`config.mk`:
```
export PLATFORM = sky130hd
export DESIGN_NAME = slfifo_bus_driver_flat
export DESIGN_NICKNAME = d
export VERILOG_FILES = /design/src/rtl/slfifo_bus_driver_if.sv /design/src/rtl/slfifo_bus_driver.sv /design/src/flat_wrapper.sv
export SDC_FILE = /design/constraint.sdc
export NUM_CORES = 1
export LEC_CHECK = 0
export BUFFER_PORTS_ARGS = -buffer_cell sky130_fd_sc_hd__buf_2
export CAP_MARGIN = 10
export CORE_ASPECT_RATIO = 1.2
export CORE_MARGIN = 2
export CORE_UTILIZATION = 30
export CTS_CLUSTER_DIAMETER = 100
export DETAILED_ROUTE_END_ITERATION = 8
export SYNTH_ARGS = -nofsm -noshare
export SYNTH_HDL_FRONTEND = slang
export SYNTH_SLANG_ARGS = --single-unit
export TNS_END_PERCENT = 1
```
`constraint.sdc`:
```
create_clock -name clk_100 -period 5.91 [get_ports clk_100]
set_input_delay 0.2955 -clock clk_100 [delete_from_list [all_inputs] [get_ports clk_100]]
set_output_delay 0.2955 -clock clk_100 [all_outputs]
set_load 0.01 [all_outputs]
```
`src/rtl/slfifo_bus_driver_if.sv`:
```
// slfifo_bus_driver_if: FX3 Slave FIFO pad bus as seen from the write-side driver.
interface slfifo_bus_driver_if #(parameter int DATA_W = 32);
   logic              flaga, flagb;
   logic              slcs_, slwr_, slrd_, sloe_, pktend_;
   logic [DATA_W-1:0] fdata;
   logic [1:0]        faddr;
   modport master (input flaga, flagb, output fdata, faddr, slcs_, slwr_, slrd_, sloe_, pktend_);
   modport slave  (output flaga, flagb, input fdata, faddr, slcs_, slwr_, slrd_, sloe_, pktend_);
endinterface

```
`src/rtl/slfifo_bus_driver.sv`:
```
// slfifo_bus_driver: registers FX3 flags, forwards generator writes onto the Slave FIFO bus
// and commits partial DMA buffers with a one-cycle PKTEND after an idle timeout or on mode exit.
module slfifo_bus_driver #(
   parameter int         DATA_W       = 32,
   parameter int         PKT_WORDS    = 4096,
   parameter int         IDLE_TIMEOUT = 256,
   parameter logic [1:0] FIFO_ADDR    = 2'b00
) (
   input  logic               clk_100,
   input  logic               reset_,
   input  logic               stream_in_mode_selected,
   input  logic               slwr_in_,
   input  logic [DATA_W-1:0]  data_in,
   output logic               flaga_d,
   output logic               flagb_d,
   output logic [15:0]        word_cnt,
   output logic [15:0]        pkt_cnt,
   output logic               overrun,
   slfifo_bus_driver_if.master bus
);
   localparam int            IW       = $clog2(IDLE_TIMEOUT + 1);
   localparam logic [IW-1:0] IDLE_MAX = IW'(IDLE_TIMEOUT);
   localparam logic [15:0]   WC_LAST  = 16'(PKT_WORDS - 1);
   typedef enum logic [1:0] {IDLE, FILL, FLUSH} state_t;
   state_t            state_q, state_d;
   logic              flaga_q, flagb_q, slwr_q, pktend_q, slcs_q, overrun_q, overrun_d;
   logic [DATA_W-1:0] fdata_q;
   logic [15:0]       word_cnt_q, word_cnt_d, pkt_cnt_q, pkt_cnt_d;
   logic [IW-1:0]     idle_q, idle_d;
   logic              wr, wrap, mode_fall, timeout;
   assign wr        = !slwr_in_;
   assign wrap      = wr && word_cnt_q == WC_LAST;
   // slcs_q is last cycle's inverted mode, so it doubles as the falling-edge reference
   assign mode_fall = !stream_in_mode_selected && !slcs_q;
   // >= rather than == so a flush deferred by flagb fires once the counter has saturated
   assign timeout   = !wr && idle_q >= IDLE_MAX - 1'b1 && flagb_q;
   always_comb begin
      state_d    = state_q;
      word_cnt_d = word_cnt_q;
      pkt_cnt_d  = pkt_cnt_q;
      idle_d     = wr ? '0 : (idle_q == IDLE_MAX ? idle_q : idle_q + 1'b1);
      overrun_d  = overrun_q | (wr & ~flagb_q);
      if (state_q == FLUSH) begin
         state_d    = IDLE;
         word_cnt_d = '0;
         idle_d     = '0;
         pkt_cnt_d  = pkt_cnt_q + 1'b1;
      end else begin
         if (wr) begin
            word_cnt_d = wrap ? '0 : word_cnt_q + 1'b1;
            pkt_cnt_d  = wrap ? pkt_cnt_q + 1'b1 : pkt_cnt_q;
            state_d    = wrap ? IDLE : FILL;
         end
         if (state_q == FILL && !wrap) begin
            if (mode_fall && flagb_q) state_d = FLUSH;
            else if (mode_fall) begin
               state_d    = IDLE;
               word_cnt_d = '0;
               overrun_d  = 1'b1;
            end else if (timeout) state_d = FLUSH;
         end
      end
   end
   always_ff @(posedge clk_100) begin
      if (!reset_) begin
         state_q    <= IDLE;
         flaga_q    <= 1'b0;
         flagb_q    <= 1'b0;
         slwr_q     <= 1'b1;
         pktend_q   <= 1'b1;
         slcs_q     <= 1'b1;
         fdata_q    <= '0;
         word_cnt_q <= '0;
         pkt_cnt_q  <= '0;
         idle_q     <= '0;
         overrun_q  <= 1'b0;
      end else begin
         state_q    <= state_d;
         flaga_q    <= bus.flaga;
         flagb_q    <= bus.flagb;
         slwr_q     <= slwr_in_;
         pktend_q   <= state_q != FLUSH;
         slcs_q     <= !stream_in_mode_selected;
         fdata_q    <= wr ? data_in : fdata_q;
         word_cnt_q <= word_cnt_d;
         pkt_cnt_q  <= pkt_cnt_d;
         idle_q     <= idle_d;
         overrun_q  <= overrun_d;
      end
   end
   assign flaga_d     = flaga_q;
   assign flagb_d     = flagb_q;
   assign word_cnt    = word_cnt_q;
   assign pkt_cnt     = pkt_cnt_q;
   assign overrun     = overrun_q;
   assign bus.fdata   = fdata_q;
   assign bus.faddr   = FIFO_ADDR;
   assign bus.slcs_   = slcs_q;
   assign bus.slwr_   = slwr_q;
   assign bus.slrd_   = 1'b1;
   assign bus.sloe_   = 1'b1;
   assign bus.pktend_ = pktend_q;
endmodule

```
`src/flat_wrapper.sv`:
```
// flat-port wrapper written by rule: the top's interface ports become plain ports
module slfifo_bus_driver_flat 
#(
   parameter int         DATA_W       = 32,
   parameter int         PKT_WORDS    = 4096,
   parameter int         IDLE_TIMEOUT = 256,
   parameter logic [1:0] FIFO_ADDR    = 2'b00
)
  (clk_100, reset_, stream_in_mode_selected, slwr_in_, data_in, flaga_d, flagb_d, word_cnt, pkt_cnt, overrun, bus_flaga, bus_flagb, bus_fdata, bus_faddr, bus_slcs_, bus_slwr_, bus_slrd_, bus_sloe_, bus_pktend_);
  slfifo_bus_driver_if #(.DATA_W(DATA_W)) bus_i ();
  input  logic clk_100;
  input  logic reset_;
  input  logic stream_in_mode_selected;
  input  logic slwr_in_;
  input  logic [DATA_W-1:0] data_in;
  output logic flaga_d;
  output logic flagb_d;
  output logic [15:0] word_cnt;
  output logic [15:0] pkt_cnt;
  output logic overrun;
  input wire logic [$bits(bus_i.flaga)-1:0] bus_flaga;
  input wire logic [$bits(bus_i.flagb)-1:0] bus_flagb;
  output wire logic [$bits(bus_i.fdata)-1:0] bus_fdata;
  output wire logic [$bits(bus_i.faddr)-1:0] bus_faddr;
  output wire logic [$bits(bus_i.slcs_)-1:0] bus_slcs_;
  output wire logic [$bits(bus_i.slwr_)-1:0] bus_slwr_;
  output wire logic [$bits(bus_i.slrd_)-1:0] bus_slrd_;
  output wire logic [$bits(bus_i.sloe_)-1:0] bus_sloe_;
  output wire logic [$bits(bus_i.pktend_)-1:0] bus_pktend_;
  assign bus_i.flaga = bus_flaga;
  assign bus_i.flagb = bus_flagb;
  assign bus_fdata = bus_i.fdata;
  assign bus_faddr = bus_i.faddr;
  assign bus_slcs_ = bus_i.slcs_;
  assign bus_slwr_ = bus_i.slwr_;
  assign bus_slrd_ = bus_i.slrd_;
  assign bus_sloe_ = bus_i.sloe_;
  assign bus_pktend_ = bus_i.pktend_;
  slfifo_bus_driver #(.DATA_W(DATA_W), .PKT_WORDS(PKT_WORDS), .IDLE_TIMEOUT(IDLE_TIMEOUT), .FIFO_ADDR(FIFO_ADDR)) u_core (.clk_100(clk_100), .reset_(reset_), .stream_in_mode_selected(stream_in_mode_selected), .slwr_in_(slwr_in_), .data_in(data_in), .flaga_d(flaga_d), .flagb_d(flagb_d), .word_cnt(word_cnt), .pkt_cnt(pkt_cnt), .overrun(overrun), .bus(bus_i));
endmodule
```
==> results.cfg, run 1 <==
[route]
wire_per_inst_um = 12.57
vias = 2892
drt_wl_total_mm = 7.643
drc = 0
via_per_inst = 4.757
dr.pass1.iters = 4
ant_nets = 0
first_iter_violations = 91

[setup_path]
cp_slowest_cell = or4_1
timing.rr.start = u_core.word_cnt[0]
worstPathCellList = ha_1 -> nor2b_1 -> and3_1 -> a31oi_1 -> or4_1 -> a21oi_1
cp_slowest_stage_delay_ns = 0.54
critPathTopFamily = simple AND/OR/NAND/NOR gates
path_class = flip-flop to flip-flop
end_kind = flip-flop
crit_fanout = 10
worstPathRequired_ns = 6.17
cp_num_buf_inv = 0
setup.worst_path.start = u_core.word_cnt[0]
start_kind = flip-flop
critical_path_arrival_ns = 2.54

[timing]
relSlewSlack = 0.4943
skew_ns = 0.009176
fin_crit_sh = 0.3855
drv_slew = 0
worst_pin_slew_ns = 0.7585
fmax_mhz = 438.9
grt_setup_unrepaired = false
period_minus_slack_ns = 2.279
hold_viol = 0
setup_tns_ns = 0
setup_viol = 0

[finish]
syn2layout_area_growth_pct = 28.07
n_fill_cell = 1139
final_common_cell = buf_2
layout-drive-gt1-share = 0.2836
num_antenna_cells = 0
instances_no_fill = 608
mostFrequentLayoutCells = 107 x buf_2, 81 x dfxtp_1, 67 x nor2_1
fin_nets = 514

[worst_hold_path]
min-delay-start = stream_in_mode_selected
min_path_type = input pin to flip-flop

[floorplan]
chipWidth_um = 100.6
initial_utilization = 0.3060
die_h_um = 119.9
row_count = 42
dieArea_um2 = 12070
fp.coreArea_um2 = 10980
io_pins = 112

[global_route]
grt_max_degree = 50
antenna_found_initial = 0
grtUsageMet1 = 0.1551
track_usage = 0.1322
grt_busiest_layer = met2
use_met2 = 0.2042
grt_pass1_vias = 2791
grt_pass1_wl_mm = 12.70
grt.overflow.total = 0
use_met3 = 0.05649

[pwr]
ir_worst_vdd_v = 0.0002047
power.total_mw = 1.276
p_per_area_nw_per_um2 = 296.4
p_leak_nw = 1.925

[clock_tree]
cts_resized = 0
numCtsBuffers = 9
cts_num_sinks = 81
cts_hold_buf = 0
cts_root_buf = clkbuf_16
clock_latency_ns = 0.34
path_clk_slew_ns = 0.06
htreeDepth = 3
cts_setup_buffers = 0
clock_path_buffers = 2
cts_tree = done

[place]
dp_cells = 592
dp_hpwl_mm = 5.498
numPortBuffers = 107
globalplace.congestion = 0.7056

[synth]
syn_inst = 368
postSynthAreaPerCell_um2 = 9.132
post_synth_instance_area_um2 = 3361
seq_area_frac_synth = 0.4825
yosysWarningCount = 0
synth.distinct_cells = 45
ys_ff_latch = 81

[outcome]
status = finished, final reports clean

[flow_run]
maxCapViolCount = 0
power breakdown:
| part | switching [mW] | total [mW] | leakage (nW) | internal, mW |
|---|---|---|---|---|
| clock network | 0.240 | 0.618 | 0.163 | 0.378 |
| logic | 0.0454 | 0.0836 | 1.10 | 0.0381 |
| registers | 0.0105 | 0.574 | 0.661 | 0.563 |
cell type report:
cell class	instances	area, um^2	share of cell area
multi-input cells	260	1598	0.3712
flip-flops and latches	81	1622	0.3767
repair buffers	109	550.5	0.1279
inverters	10	37.54	0.008721
well taps	132	165.2	0.03837
clock inverters	7	106.4	0.02471
clock buffers	9	225.2	0.05233
sequential cells by signal, summed over array words and instances (netlist names), 2 cells and up:
name              cells
u_core.bus.fdata     32
u_core.idle_q         9
u_core.pkt_cnt       16
u_core.state_q        2
u_core.word_cnt      16
path summary, 6_finish.rpt:
path / endpoint / slack, ns / depth (start not counted)
max: u_core.pkt_cnt[15] / 3.63 / 6
min reg2reg: u_core.overrun / 0.48 / 2
max reg2reg: u_core.pkt_cnt[15] / 3.63 / 6
min: u_core.bus.slcs_ / 0.14 / 2
synthesized netlist by cell type (all sizes together):
cell type,number,area share
a21boi,1,0.0022
a21oi,20,0.031
a2bb2oi,1,0.0026
a31oi,1,0.0019
and2,2,0.0037
and3,4,0.0074
and3b,1,0.0026
and4,2,0.0052
buf,8,0.018
clkbuf,11,0.015
conb,2,0.0022
dfxtp,81,0.48
ha,5,0.019
inv,10,0.011
mux2,1,0.0034
mux2i,33,0.098
nand2,26,0.029
nand2b,1,0.0019
nand3,16,0.024
nand3b,2,0.0045
nand4,6,0.011
nor2,67,0.075
nor2b,1,0.0019
nor3,6,0.012
nor4,1,0.0019
nor4b,1,0.0026
nor4bb,1,0.0030
o21ai,9,0.013
o22a,1,0.0026
o22ai,1,0.0019
o31ai,5,0.011
o41ai,1,0.0026
or2,1,0.0019
or2b,1,0.0026
or3,11,0.022
or4,6,0.015
xnor2,6,0.016
xor2,15,0.039
cells by family after synthesis:
| kind of cell | after synthesis | synth area share |
|---|---|---|
| mux | 34 | 0.1016 |
| other cells | 2 | 0.002235 |
| xor+xnor | 21 | 0.05473 |
| buf+inv | 29 | 0.04431 |
| flops | 81 | 0.4825 |
| compound gates | 40 | 0.06925 |
| simple gates | 156 | 0.2267 |
| fa+ha+maj | 5 | 0.01862 |
metrics by stage:
| step | hold WS (ns) | instance area [um^2] | worst slack [ns] | utilization |
|---|---|---|---|---|
| after floorplan | 0.3574 | 3368 | 3.842 | - |
| after global placement | 0.4646 | 3973 | 3.441 | 0.3617 |
| after detailed placement | 0.4761 | 3973 | 3.351 | 0.3617 |
| after CTS | 0.1257 | 4304 | 3.623 | 0.3919 |
| after global routing | 0.1320 | 4304 | 3.407 | 0.3919 |
| final | 0.1401 | 4304 | 3.631 | 0.3919 |
metal layers:
layer / part of all wire / vias up
met5: 0 / -
met4: 0.019 / 0
met3: 0.094 / 11
met2: 0.44 / 104
met1: 0.44 / 1316
li1: - / 1461
worst reg2reg max path, stage by stage, from the launching register on:
cell and delay, ns:
dfxtp_1 0.40, ha_1 0.16, nor2b_1 0.27, and3_1 0.40, a31oi_1 0.30, or4_1 0.54
a21oi_1 0.15
No activity file was read; power rests on OpenSTA's default activity.
==> run 2: changes to the inputs <==
==> constraint.sdc (replaced) <==
create_clock -name clk_100 -period 1.95 [get_ports clk_100]
set_input_delay 0.0975 -clock clk_100 [delete_from_list [all_inputs] [get_ports clk_100]]
set_output_delay 0.0975 -clock clk_100 [all_outputs]
set_load 0.01 [all_outputs]
==> run 2 against run 1 <==
Compared with the run above:
- the flow now finishes with violations (hold timing, setup timing)
- register-to-register slack worse by 3.7 ns
- worst hold slack worse by 0.14 ns
- largest power group unchanged
- sequential power rose to 3.0 times the previous value
- clock skew shrank 0.0057 ns
- global-route usage is 1.3 points higher
- via count increased by 7.0%
- highest routed layer unchanged
- first-iteration DRC count is 45% higher
- clock-buffer cell count grew 2
==> results.cfg, run 2 (synthesis gave the netlist of run 1 again) <==
[timing]
relSlewSlack = 0.6045
hold_ws_ns = -0.0009913
setup_ws_ns = -0.04470
setup_viol = 5
grt_setup_unrepaired = true
setup_tns_ns = -0.1345
fmax_mhz = 501.3
skew_ns = 0.003483
fin_crit_sh = 1.023
drv_slew = 0
worst_pin_slew_ns = 0.5933
hold_viol = 1
period_minus_slack_ns = 1.995

[pwr]
p_leak_nw = 2.205
ir_worst_vdd_v = 0.0004850
p_per_area_nw_per_um2 = 857.7

[place]
globalplace.congestion = 0.8047
placed_area_um2 = 4154
numPortBuffers = 107
dp_hpwl_mm = 5.712

[finish]
layout-drive-gt1-share = 0.3068
fin_area_um2 = 4870
fin_nets = 566
largest_register_ffs = 32
final_common_cell = buf_2
num_antenna_cells = 0
fin_util = 0.4434
syn2layout_area_growth_pct = 44.90
mostFrequentLayoutCells = 107 x buf_2, 78 x dfxtp_1, 67 x nor2_1

[setup_path]
critPathTopFamily = simple AND/OR/NAND/NOR gates
cp_slowest_stage_delay_ns = 0.54
end_kind = flip-flop
path_class = flip-flop to flip-flop
cp_num_buf_inv = 0
start_kind = flip-flop
worstPathRequired_ns = 2.22
worstPathCellList = or4_4 -> nor3_4 -> a21oi_4 -> or4_1 -> a21oi_1
reg2reg_to = u_core.pkt_cnt[8]
reg2reg_depth = 5
critical_path_arrival_ns = 2.26
cp_slowest_cell = or4_4
crit_fanout = 18
r2r_slack_ns = -0.04
timing.rr.start = u_core.word_cnt[12]

[global_route]
track_usage = 0.1455
grt_max_degree = 41
grt_pass1_wl_mm = 14.04
antenna_found_initial = 0
grt_pass1_vias = 3036
grt.overflow.total = 0

[outcome]
failed_checks = hold timing, setup timing
status = finished, violations left

[clock_tree]
cts_root_buf = clkbuf_16
clock_path_buffers = 2
numCtsBuffers = 9
cts_num_sinks = 81
clock_latency_ns = 0.34
htreeDepth = 3
path_clk_slew_ns = 0.06
cts_tree = done

[route]
first_iter_violations = 132
drc = 0
met2_length_mm = 4.029
top_layer = met4
via_per_inst = 4.688
dr.pass1.iters = 4
ant_nets = 0
vias = 3094
wl_met1_mm = 3.707
dr_wl_met3_um = 549
wire_per_inst_um = 12.74
drt_wl_total_mm = 8.411

[floorplan]
chipWidth_um = 100.6
row_count = 42
die_h_um = 119.9
io_pins = 112
fp.coreArea_um2 = 10980
initial_utilization = 0.3060
dieArea_um2 = 12070

[worst_hold_path]
hold_end = u_core.bus.fdata[31]
min_path_type = input pin to flip-flop
min-delay-start = data_in[31]
hold-path-cell-count = 3

[flow_run]
maxCapViolCount = 0
[run 2: cell types whose count changed in the layout (fill, tap and decap cells not counted), moves of 2 or more]
cell and change:
inv_6 -3, bufinv_16 +2, dfxtp_1 -3, dlygate4sd3_1 +31, dfxtp_2 +3, clkbuf_8 +2
buf_4 +20
[run 2: routing by layer]
layer  global-route usage  vias up
li1                     -     1562
met1               0.1764     1420
met2               0.2367      101
met3              0.05183       11
met4              0.05051        0
met5                    0        -
[run 2: tightest hold or removal path, stage by stage]
cell and delay [ns]:
buf_2 0.08, mux2i_1 0.05, nor2_1 0.08
[run 2: timing repair]
| action | CTS | global route |
|---|---|---|
| hold endpoints to repair | 31 | 0 |
| setup endpoints to repair | 7 | 22 |
| resized for setup | 2 | 5 |
| hold buffers | 31 | 0 |
| pin swaps | 2 | 4 |
| setup buffers | 0 | 0 |
[run 2: worst max path at each step]
stage | from | end | slack, ns | cells past startpoint
4_1_cts | u_core.word_cnt[12] | u_core.pkt_cnt[8] | -0.06 | 5
6_report | u_core.word_cnt[12] | u_core.pkt_cnt[8] | -0.04 | 5
5_1_grt | u_core.word_cnt[12] | u_core.pkt_cnt[8] | -0.18 | 5
2_1_floorplan | u_core.word_cnt[12] | u_core.pkt_cnt[6] | -0.01 | 6
3_5_place_dp | u_core.word_cnt[12] | u_core.pkt_cnt[12] | -0.06 | 5
3_3_place_gp | u_core.word_cnt[12] | u_core.pkt_cnt[12] | -0.02 | 5
[run 2: where the power goes]
part,internal (mW),switching [mW]
combinational,0.167,0.155
sequential,1.71,0.0286
clock,1.45,0.670
total,3.32,0.854
[run 2: layout make-up]
cell class | instances | area, um^2
fillers | 1037 | 6113
multi-input cells | 260 | 1633
flip-flops and latches | 81 | 1625
repair buffers | 161 | 1031
clock buffers | 11 | 252.7
well taps | 132 | 165.2
clock inverters | 5 | 125.1
inverters | 10 | 37.54
[run 2: metrics by stage]
stage | setup WS [ns] | instances | hold WS [ns] | total power [mW]
6_report | -0.04470 | 660 | -0.0009913 | 4.177
2_1_floorplan | -0.01413 | 370 | 0.1594 | 1.928
3_3_place_gp | -0.02369 | 613 | 0.2860 | 2.040
4_1_cts | -0.05968 | 660 | 0.0001715 | 4.220
5_1_grt | -0.1795 | 660 | 0.001408 | 4.328
3_5_place_dp | -0.06114 | 613 | 0.2928 | 2.047
==> run 3: changes to the inputs <==
--- a/config.mk
+++ b/config.mk
@@ -5,6 +5,7 @@
 export SDC_FILE = /design/constraint.sdc
 export NUM_CORES = 1
 export LEC_CHECK = 0
+export ABC_AREA = 1
 export BUFFER_PORTS_ARGS = -buffer_cell sky130_fd_sc_hd__buf_2
 export CAP_MARGIN = 10
 export CORE_ASPECT_RATIO = 1.2
@@ -12,6 +13,7 @@
 export CORE_UTILIZATION = 30
 export CTS_CLUSTER_DIAMETER = 100
 export DETAILED_ROUTE_END_ITERATION = 8
+export SKIP_CTS_REPAIR_TIMING = 1
 export SYNTH_ARGS = -nofsm -noshare
 export SYNTH_HDL_FRONTEND = slang
 export SYNTH_SLANG_ARGS = --single-unit
==> constraint.sdc (replaced) <==
create_clock -name clk_100 -period 1.75 [get_ports clk_100]
set_input_delay 0.0875 -clock clk_100 [delete_from_list [all_inputs] [get_ports clk_100]]
set_output_delay 0.0875 -clock clk_100 [all_outputs]
set_load 0.01 [all_outputs]
==> run 3 against run 2 <==
Compared with the run above:
- wire length rose by 14%
- via count is 17% higher
- clock skew is 0.0030 ns higher
- clock-buffer cell count is 1 higher
- flip-flop and latch count stayed put
- sequential power increased by 12%
- the run ends with hold timing left
- global-route usage is 0.19 points lower
- non-clock buffer count down 32
- sequential share of layout area down 0.65 points
==> results.cfg, run 3 <==
[flow_run]
maxCapViolCount = 0

[place]
globalplace.congestion = 0.7943
placed_area_um2 = 4522
dp_cells = 778
dp_hpwl_mm = 6.993
numPortBuffers = 107
place_ws_ns = 0.07827

[clock_tree]
clock_path_buffers = 2
numCtsBuffers = 9
cts_root_buf = clkbuf_16
htreeDepth = 3
path_clk_slew_ns = 0.06
cts_num_sinks = 81
clock_latency_ns = 0.33
cts_tree = done

[floorplan]
row_count = 44
chipWidth_um = 106.3
fp.coreArea_um2 = 12170
dieArea_um2 = 13480
initial_utilization = 0.3099
die_h_um = 126.8
io_pins = 112

[outcome]
failed_checks = hold timing
status = finished, violations left

[pwr]
ir_worst_vdd_v = 0.0003519
p_leak_nw = 2.232
p_per_area_nw_per_um2 = 886.2

[global_route]
grt_pass1_wl_mm = 15.75
antenna_found_initial = 0
grt_pass1_vias = 3479
track_usage = 0.1436
grt.overflow.total = 0
grt_max_degree = 39

[synth]
ys_ff_latch = 81
synth_flop_cell = dfxtp_1
postSynthAreaPerCell_um2 = 7.349
seq_area_frac_synth = 0.4301
synth_common_cells = 101 x nor2_1, 81 x dfxtp_1, 80 x nand2_1
synthArstFlopShare = 0
post-synth-top-count-cell = nor2_1
yosysWarningCount = 0
synth.distinct_cells = 32
synth_top_area_frac = 0.4301
yosysTopAreaCell = dfxtp_1
synth.area.top_cells = dfxtp_1 43%, nor2_1 10%, nand2_1 8.0%
synth_edf_count = 0
post_synth_instance_area_um2 = 3770
syn_inst = 513

[timing]
setup_viol = 0
setup_ws_ns = 0.1444
period_minus_slack_ns = 1.606
hold_viol = 13
skew_ns = 0.006452
drv_slew = 0
setup_tns_ns = 0
hold_ws_ns = -0.009004
fin_crit_sh = 0.9175
fmax_mhz = 622.8

[setup_path]
end_kind = flip-flop
start_kind = flip-flop
crit_fanout = 16
worstPathRequired_ns = 2.02
path_class = flip-flop to flip-flop
critical_path_arrival_ns = 1.87

[route]
via_per_inst = 4.506
drt_wl_total_mm = 9.588
dr.pass1.iters = 4
ant_nets = 0
first_iter_violations = 98
drc = 0
vias = 3609
wire_per_inst_um = 11.97

[finish]
fin_area_um2 = 4959
layout-drive-gt1-share = 0.2984
syn2layout_area_growth_pct = 31.53
instances_no_fill = 801
multi_input_area_um2 = 1889
fin_nets = 678
largest_register_ffs = 32
num_antenna_cells = 0
register_area_um2 = 1623
final_common_cell = buf_2
mostFrequentLayoutCells = 107 x buf_2, 101 x nor2_1, 80 x nand2_1, 80 x dfxtp_1, 42 x inv_1
n_fill_cell = 1266

[worst_hold_path]
min_path_type = input pin to flip-flop
-- run 3: layer usage --
metal | vias up | GRT usage | wire length [um]
li1 | 1872 | - | -
met1 | 1644 | 0.1638 | 4116
met2 | 84 | 0.2474 | 4782
met3 | 9 | 0.04779 | 570
met4 | 0 | 0.05495 | 119
met5 | - | 0 | 0
-- run 3: per-stage QoR --
step                power (mW)  utilization
floorplan                2.171            -
global placement         2.305       0.3717
detailed placement       2.314       0.3717
CTS                      4.447       0.3996
global route             4.585       0.4075
finish                   4.394       0.4075
-- run 3: where the power goes --
| part | switching [mW] | total, mW | internal, mW |
|---|---|---|---|
| clock | 0.746 | 2.11 | 1.37 |
| sequential | 0.0359 | 1.95 | 1.91 |
| combinational | 0.194 | 0.334 | 0.140 |
-- run 3: cell families after synthesis --
logic type,count (synthesis),share of synthesized area
xor gates and xnor gates,18,0.04182
AOI/OAI and AO/OA,71,0.1069
buffers and inverters,68,0.07998
DFF,81,0.4301
adders and majority gates,5,0.01659
and+or+nand+nor,268,0.3226
other,2,0.001992
-- run 3: worst max-delay path, stage by stage (launching register included) --
cell     delay [ns]
dfxtp_1        0.33
ha_1           0.16
inv_1          0.07
nor2_4         0.11
nand3_2        0.13
nor2_4         0.19
nand2_8        0.12
nand2_8        0.08
buf_12         0.16
nand2_1        0.07
a21oi_1        0.12
-- run 3: path summary, 6_finish.rpt --
check / from / slack, ns / endpoint / cells past startpoint
max: u_core.word_cnt[0] / 0.14 / u_core.pkt_cnt[14] / 10
min: data_in[15] / -0.009 / u_core.bus.fdata[15] / 3
max reg2reg: u_core.word_cnt[0] / 0.14 / u_core.pkt_cnt[14] / 10
min reg2reg: u_core.state_q[1] / 0.47 / u_core.state_q[1] / 2
-- run 3: final cells by class --
class                      count  share of cell area
clock buffer                  12             0.05375
sequential                    81              0.3273
multi-input combinational    367              0.3810
tap                          161             0.04063
inverter                      47             0.03558
clock inverter                 4             0.01489
timing repair buffer         129              0.1469
